===== config.mk =====
export PLATFORM = sky130hd
export DESIGN_NAME = countdown_timer
export DESIGN_NICKNAME = d
export VERILOG_FILES = /design/src/rtl/countdown_timer.sv
export SDC_FILE = /design/constraint.sdc
export NUM_CORES = 1
export LEC_CHECK = 0
export CORE_ASPECT_RATIO = 1.5
export CORE_MARGIN = 5
export CORE_UTILIZATION = 50
export DETAILED_ROUTE_END_ITERATION = 10
export GPL_TIMING_DRIVEN = 0
export PLACE_DENSITY = 0.87
export SYNTH_ARGS = -nofsm -noshare
export SYNTH_HDL_FRONTEND = slang
export SYNTH_SLANG_ARGS = --single-unit

===== constraint.sdc =====
create_clock -name i_clk -period 6.2 [get_ports i_clk]
set_input_delay 1.55 -clock i_clk [delete_from_list [all_inputs] [get_ports i_clk]]
set_output_delay 1.55 -clock i_clk [all_outputs]
set_load 0.05 [all_outputs]

===== src/rtl/countdown_timer.sv =====
`default_nettype none
// ============================================================================
// Module      : countdown_timer
// Description : Loadable down-counting timer. A reload value is accepted over
//               a valid/ready handshake while the timer is IDLE or DONE. A start
//               pulse begins counting down from the reload value. At zero a
//               one-cycle done pulse is produced and the timer either reloads
//               (LOOP = 1) or parks in DONE (LOOP = 0). i_ctrl toggles
//               pause/resume and i_abort returns to IDLE.
// Ports       :
//   i_clk         clock, rising-edge active
//   i_rst         asynchronous active-high reset
//   i_load_valid  load request
//   i_load_val    reload value (clamped to MAX_CNT)
//   o_load_ready  high in IDLE or DONE (load accepted)
//   i_start       start pulse (IDLE/DONE only)
//   i_ctrl        pause/resume toggle pulse (RUN/PAUSE only)
//   i_abort       return to IDLE, count cleared, reload value kept
//   o_cnt_val     current count (registered)
//   o_cnt_done    one-cycle terminal-count pulse (registered)
//   o_busy        high in RUN or PAUSE
// Revision    : 1.0 - initial release
// ============================================================================
module countdown_timer #(
  parameter int MAX_CNT = 255,
  parameter bit LOOP    = 1'b1,
  localparam int CNT_W  = $clog2(MAX_CNT + 1)
) (
  input  logic             i_clk,
  input  logic             i_rst,
  input  logic             i_load_valid,
  input  logic [CNT_W-1:0] i_load_val,
  output logic             o_load_ready,
  input  logic             i_start,
  input  logic             i_ctrl,
  input  logic             i_abort,
  output logic [CNT_W-1:0] o_cnt_val,
  output logic             o_cnt_done,
  output logic             o_busy
);

  typedef enum logic [1:0] {
    S_IDLE  = 2'd0,
    S_RUN   = 2'd1,
    S_PAUSE = 2'd2,
    S_DONE  = 2'd3
  } state_t;

  localparam logic [CNT_W-1:0] C_MAX  = CNT_W'(MAX_CNT);
  localparam logic [CNT_W-1:0] C_ZERO = '0;
  localparam logic [CNT_W-1:0] C_ONE  = CNT_W'(1);

  state_t           state_q, state_d;
  logic [CNT_W-1:0] reload_q, reload_d;
  logic [CNT_W-1:0] cnt_q, cnt_d;
  logic             done_q, done_d;

  logic             w_load_fire;
  logic [CNT_W-1:0] w_load_clamped;

  // When MAX_CNT fills the whole count width no input can exceed it, so the
  // comparator is dropped rather than left as a constant-false compare.
  if (MAX_CNT == (1 << CNT_W) - 1) begin : g_no_clamp
    assign w_load_clamped = i_load_val;
  end else begin : g_clamp
    assign w_load_clamped = (i_load_val > C_MAX) ? C_MAX : i_load_val;
  end

  assign o_load_ready = (state_q == S_IDLE) || (state_q == S_DONE);
  assign o_busy       = (state_q == S_RUN)  || (state_q == S_PAUSE);
  assign w_load_fire  = i_load_valid && o_load_ready;

  always_comb begin
    state_d  = state_q;
    reload_d = reload_q;
    cnt_d    = cnt_q;
    done_d   = 1'b0;

    if (i_abort) begin
      // Abort wins over everything, including a load at the same edge.
      state_d = S_IDLE;
      cnt_d   = C_ZERO;
    end else begin
      if (w_load_fire) begin
        reload_d = w_load_clamped;
        cnt_d    = w_load_clamped;
      end

      case (state_q)
        S_IDLE, S_DONE: begin
          if (i_start) begin
            state_d = S_RUN;
            // A load at the start edge supplies the starting count; otherwise
            // restart from the reload register, not the residual count.
            cnt_d   = w_load_fire ? w_load_clamped : reload_q;
          end
        end

        S_RUN: begin
          if (i_ctrl) begin
            // Pausing edge holds the count, even at zero (no done pulse).
            state_d = S_PAUSE;
          end else if (cnt_q != C_ZERO) begin
            cnt_d = cnt_q - C_ONE;
          end else begin
            done_d = 1'b1;
            if (LOOP) begin
              cnt_d = reload_q;
            end else begin
              state_d = S_DONE;
              cnt_d   = C_ZERO;
            end
          end
        end

        S_PAUSE: begin
          // Resume edge does not decrement either.
          if (i_ctrl) begin
            state_d = S_RUN;
          end
        end

        default: begin
          state_d = S_IDLE;
        end
      endcase
    end
  end

  always_ff @(posedge i_clk or posedge i_rst) begin
    if (i_rst) begin
      state_q  <= S_IDLE;
      reload_q <= C_ZERO;
      cnt_q    <= C_ZERO;
      done_q   <= 1'b0;
    end else begin
      state_q  <= state_d;
      reload_q <= reload_d;
      cnt_q    <= cnt_d;
      done_q   <= done_d;
    end
  end

  assign o_cnt_val  = cnt_q;
  assign o_cnt_done = done_q;

endmodule
`default_nettype wire


==> impl_metrics.ini, run 1 <==
[global_route]
gr-usage-all-layers = 0.207
grt_max_degree = 20
overflow = 0
grt_pass1_vias = 1319
antenna_found_initial = 0
grt_first_pass_wirelength_um = 5980

[worst_setup_path]
path_class = flip-flop to output port
slowest_delay_ps = 790
crit_buf_inv = 4
reg2regPathDepth = 7
path_cells = inv_1 > ha_1 > buf_2 > inv_1 > clkdlybuf4s50_1
critPathMostFrequentCell = inv_1
arrival_ps = 2060
cpMaxStageDelayCell = clkdlybuf4s50_1
critPathLaunchType = flip-flop
cp_num_cells = 5
end_kind = output port
critPathTopFamily = buffers and inverters
crit_fanout = 10
required_ps = 4650

[layout]
fin_cells = 205
final_util = 0.629
most-common-layout-cells = 22 x clkdlybuf4s50_1, 19 x dfrtp_1, 14 x nand2_1
antenna_cells = 0
drive_gt1_frac = 0.125
nFillCells = 233
num-nets-final = 188
areaGrowthSynthToFinish_pct = 23.0
layout_commonest_cell = clkdlybuf4s50_1

[detailed_routing]
first_iter_violations = 51
drt_pass1_iterations = 4
vias_per_cell = 6.06
vias = 1242
wl_per_cell_um = 17.1
ant_nets = 0
drc = 0
wl_um = 3500

[place]
place.gp.congestion = 0.930
port_buffers = 22
pre_cts_ws_ps = 2880
hpwl_um = 2660
placedCellCount = 201

[power_and_ir_drop]
vdd_drop_max_mv = 0.210
p_leak_nw = 0.705
p_total_w = 0.000550
powerDensity_mw_per_mm2 = 330

[synthesis]
synthMuxAreaShare = 0.182
synth-simple-area-share = 0.142
ys_ff_latch = 19
syn_nets = 161
synth_area_mm2 = 0.00136
syn_area_per_cell_um2 = 9.54
synth_xor_area_frac = 0.0259
synth_compound_area_frac = 0.205
ys_warn_count = 0
synth_top_family_by_area = compound AO/OA/AOI/OAI gates
synth_cells = 142
yosys.cell_types.count = 40
yosysSeqAreaShare = 0.351
synth_fa_ha_area_frac = 0.0462

[clocking]
insertion_delay_ps = 260
post-cts-setup-buffer-count = 0
cts.sinks = 19
cts_max_path_buffers = 2
clk_pin_slew_ps = 70
hold_buffers = 0
clock-root-buffer = clkbuf_8
cts_resized = 0
cts-buffers-inserted = 3
cts_tree = yes
h-tree-depth = 1

[sta]
rsz0062_at_grt = no
period_share = 0.582
tns_ps = 0
timing.fmax_ghz = 0.277
hold_viol_final = 0
fin_worst_skew_ps = 1.72
period_minus_slack_ps = 3610
finalWorstSetupSlack_ps = 2590
slew_viol_final = 0
setup_violations = 0
worst_pin_slew_ps = 750
slew_headroom = 0.499

[floorplan]
die_area_mm2 = 0.00387
placementRows = 23
core_mm2 = 0.00265
num_io_pins = 25
die_width_um = 52.5
initial_utilization = 0.512
die_h_um = 73.8

[min_path]
min_path_type = flip-flop to flip-flop
worstHoldPathCells = 1

[outcome]
status = complete, no violations

[job]
cap_violations = 0
==> logic make-up after synthesis <==
group | count (synthesis)
XOR/XNOR | 4
AND/OR/NAND/NOR | 35
adder cells (fa/ha/maj) | 5
multiplexers | 23
buffers and inverters | 16
AO/OA/AOI/OAI | 40
flip-flops | 19
==> stage by stage <==
stage,hold WS [ps],area (um2)
4_1_cts,535,1670
3_5_place_dp,520,1620
5_1_grt,556,1670
3_3_place_gp,511,1620
2_1_floorplan,493,1360
6_report,532,1670
==> layout make-up <==
type                       instances  area [um2]  area share
buffer                             8        35.0      0.0210
clock buffer                       4        45.0      0.0270
inverter                           8        30.0      0.0180
multi-input combinational        107         815       0.489
sequential                        19         475       0.285
tap                               37        46.3      0.0278
timing repair buffer              22         220       0.132
==> per-layer routing <==
layer | share of wire | vias up | GRT usage | wire length (um)
li1 | - | 582 | - | -
met1 | 0.37 | 611 | 0.230 | 1290
met2 | 0.56 | 42 | 0.352 | 1970
met3 | 0.055 | 7 | 0.0365 | 191
met4 | 0.017 | 0 | 0.134 | 61
met5 | 0 | - | 0 | 0
==> registers in the layout, summed over array words and instances (netlist names) <==
name and count:
state_q 2, o_cnt_val 8, reload_q 8, o_cnt_done 1
==> where the power goes <==
group / switching [W] / leakage [nW] / internal (W)
sequential: 0.0000325 / 0.241 / 0.000151
clock: 0.0000439 / 0.0228 / 0.0000458
combinational: 0.000158 / 0.441 / 0.000119
==> worst paths after layout <==
kind	to	slack (ps)	start
setup / recovery	o_busy	2590	state_q[0]$_DFFE_PP0P_
hold reg to reg	reload_q[4]$_DFFE_PP0N_	530	reload_q[4]$_DFFE_PP0N_
min in group asynchronous	reload_q[3]$_DFFE_PP0N_	1720	i_rst
max in group asynchronous	reload_q[1]$_DFFE_PP0N_	4010	i_rst
hold / removal	reload_q[4]$_DFFE_PP0N_	530	reload_q[4]$_DFFE_PP0N_
setup reg to reg	reload_q[2]$_DFFE_PP0N_	3950	state_q[0]$_DFFE_PP0P_
==> synth_stat cells, drive strengths merged <==
library cell	number	area (um2)
a211oi	1	7.51
and3	1	6.26
inv	8	30.0
xnor2	3	26.3
nor2b	1	6.26
a311oi	4	35.0
clkbuf	4	15.0
and2	1	6.26
nor4	1	21.3
o22ai	2	12.5
mux2	10	116
o21a	2	15.0
a221oi	2	23.8
a22oi	1	7.51
buf	4	20.0
o32a	2	20.0
a21oi	10	50.1
nand2	14	52.6
mux2i	13	130
o21bai	1	7.51
nand3	3	15.0
o211ai	2	15.0
or2	1	6.26
o41ai	2	17.5
nand3b	1	11.3
nor3b	2	15.0
a21boi	1	7.51
a41oi	1	8.76
nand2b	4	25.0
xor2	1	8.76
a31oi	1	6.26
o22a	1	8.76
ha	5	62.6
nor2	3	11.3
o21ai	7	35.0
or3	1	6.26
nor3	2	10.0
dfrtp	19	475
No activity file was read; power rests on OpenSTA's default activity.
==> run 2: changes to the inputs <==
--- a/config.mk
+++ b/config.mk
@@ -7,10 +7,10 @@
 export LEC_CHECK = 0
 export CORE_ASPECT_RATIO = 1.5
 export CORE_MARGIN = 5
-export CORE_UTILIZATION = 50
+export CORE_UTILIZATION = 47
 export DETAILED_ROUTE_END_ITERATION = 10
 export GPL_TIMING_DRIVEN = 0
-export PLACE_DENSITY = 0.87
+export PLACE_DENSITY = 0.86
 export SYNTH_ARGS = -nofsm -noshare
 export SYNTH_HDL_FRONTEND = slang
 export SYNTH_SLANG_ARGS = --single-unit
==> constraint.sdc (replaced) <==
create_clock -name i_clk -period 3 [get_ports i_clk]
set_input_delay 0.75 -clock i_clk [delete_from_list [all_inputs] [get_ports i_clk]]
set_output_delay 0.75 -clock i_clk [all_outputs]
set_load 0.05 [all_outputs]
==> run 2 against run 1 <==
  * Wire length shrank 6.6%
  * Via count down 3.0%
  * Final area grew 0.15%
  * Sequential share of layout area about the same
  * Clock power grew 95%
  * Largest cell class unchanged
  * Sequential cell count is the same
  * Die area up 5.3%
  * Worst hold slack got worse by 4.6 ps
  * Clock skew about the same
  * Critical path type unchanged
  * First-iteration DRC count decreased by 33%
==> impl_metrics.ini, run 2 (synthesis gave the netlist of run 1 again) <==
[sta]
worst_pin_slew_ps = 723
setup_violations = 0
fin_worst_skew_ps = 1.99
rsz0062_at_grt = no
period_share = 0.940
timing.fmax_ghz = 0.355
tns_ps = 0
slew_headroom = 0.518
slew_viol_final = 0
period_minus_slack_ps = 2820
hold_viol_final = 0

[layout]
nFillCells = 247
layout_commonest_cell = clkdlybuf4s50_1
stdcell_area_mm2 = 0.00167
areaGrowthSynthToFinish_pct = 23.2
layout.area.seq_um2 = 475
drive_gt1_frac = 0.125
most-common-layout-cells = 22 x clkdlybuf4s50_1, 19 x dfrtp_1, 14 x nand2_1
num-nets-final = 188
antenna_cells = 0
multiInputGateArea_um2 = 815

[worst_setup_path]
cpMaxStageDelayCell = clkdlybuf4s50_1
path_cells = inv_1 > ha_1 > buf_2 > inv_1 > clkdlybuf4s50_1
crit_buf_inv = 4
cp_num_cells = 5
end_kind = output port
reg2regPathDepth = 7
critPathMostFrequentCell = inv_1
slowest_delay_ps = 790
reg2reg_to = reload_q[4]$_DFFE_PP0N_
r2r_start = state_q[0]$_DFFE_PP0P_
path_class = flip-flop to output port
critPathLaunchType = flip-flop
required_ps = 2250
arrival_ps = 2070
critPathTopFamily = buffers and inverters
cp-startpoint = state_q[0]$_DFFE_PP0P_
endpoint = o_busy
r2r_slack_ps = 730
crit_fanout = 10

[floorplan]
core_mm2 = 0.00285
initial_utilization = 0.475
die_width_um = 53.8
num_io_pins = 25
die_area_mm2 = 0.00408
die_h_um = 75.8
placementRows = 24

[global_route]
gr-usage-met2 = 0.321
use_met3 = 0.00978
grt_pass1_vias = 1247
overflow = 0
grt_first_pass_wirelength_um = 5440
grt_use_met1 = 0.202
gr-usage-all-layers = 0.179
grt_max_degree = 20
grt.busiest_layer = met2
antenna_found_initial = 0

[clocking]
cts_tree = yes
cts.sinks = 19
hold_buffers = 0
h-tree-depth = 1
clock-root-buffer = clkbuf_8
cts_resized = 0
clk_pin_slew_ps = 70
insertion_delay_ps = 250
cts_max_path_buffers = 2
post-cts-setup-buffer-count = 0
cts-buffers-inserted = 3

[detailed_routing]
drc = 0
drt_pass1_iterations = 4
first_iter_violations = 34
wl_um = 3270
vias = 1205
wl_per_cell_um = 15.8
ant_nets = 0
vias_per_cell = 5.82

[min_path]
min_path_type = flip-flop to flip-flop

[power_and_ir_drop]
powerDensity_mw_per_mm2 = 668
p_leak_nw = 0.705
vdd_drop_max_mv = 0.352

[job]
cap_violations = 0

[place]
placed_cell_area_mm2 = 0.00162
port_buffers = 22
place.gp.congestion = 0.936
hpwl_um = 2500

[outcome]
status = complete, no violations
[run 2: cell counts in the layout (fill, tap and decap cells not counted)]
Identical to the previous run, type by type.
[run 2: power breakdown]
part           total (W)  leakage [nW]  switching [W]  internal, W
logic           0.000559         0.441       0.000313     0.000246
registers       0.000380         0.241      0.0000679     0.000312
clock network   0.000175        0.0228      0.0000806    0.0000943
[run 2: per-layer routing]
layer  wire length, um  part of all wire
met5                 0                 0
met4               126             0.038
met3               131             0.040
met2              1760              0.54
met1              1250              0.38
[run 2: how the worst min path moves through the flow]
stage	startpoint	endpoint	slack (ps)	cells past startpoint
after floorplan	reload_q[7]$_DFFE_PP0N_	reload_q[7]$_DFFE_PP0N_	490	1
final	reload_q[5]$_DFFE_PP0N_	reload_q[5]$_DFFE_PP0N_	530	1
after detailed placement	reload_q[5]$_DFFE_PP0N_	reload_q[5]$_DFFE_PP0N_	510	1
after CTS	reload_q[5]$_DFFE_PP0N_	reload_q[5]$_DFFE_PP0N_	530	1
after global routing	reload_q[5]$_DFFE_PP0N_	reload_q[5]$_DFFE_PP0N_	570	1
after global placement	reload_q[4]$_DFFE_PP0N_	reload_q[4]$_DFFE_PP0N_	510	1
[run 2: through the flow]
| stage | power [W] | worst slack (ps) | hold slack (ps) | utilization | instances |
|---|---|---|---|---|---|
| 2_1_floorplan | 0.000791 | 668 | 493 | - | 142 |
| 3_3_place_gp | 0.000924 | 504 | 509 | 0.569 | 203 |
| 3_5_place_dp | 0.000942 | 472 | 513 | 0.569 | 203 |
| 4_1_cts | 0.00112 | 192 | 529 | 0.585 | 207 |
| 5_1_grt | 0.00120 | 135 | 566 | 0.585 | 207 |
| 6_report | 0.00111 | 180 | 527 | 0.585 | 207 |
[run 2: worst reg2reg max path: cells and delay by family, from the launching register on]
family,cells,cell delay [ps]
and+or+nand+nor,2,700
buffers and inverters,3,500
DFF,1,390
adders and majority gates,1,290
muxes,1,290
[run 2: layout make-up]
class / count / area share
multi-input combinational: 107 / 0.488
sequential: 19 / 0.285
buffer: 8 / 0.0210
timing repair buffer: 22 / 0.132
clock buffer: 4 / 0.0270
inverter: 8 / 0.0180
tap: 39 / 0.0292
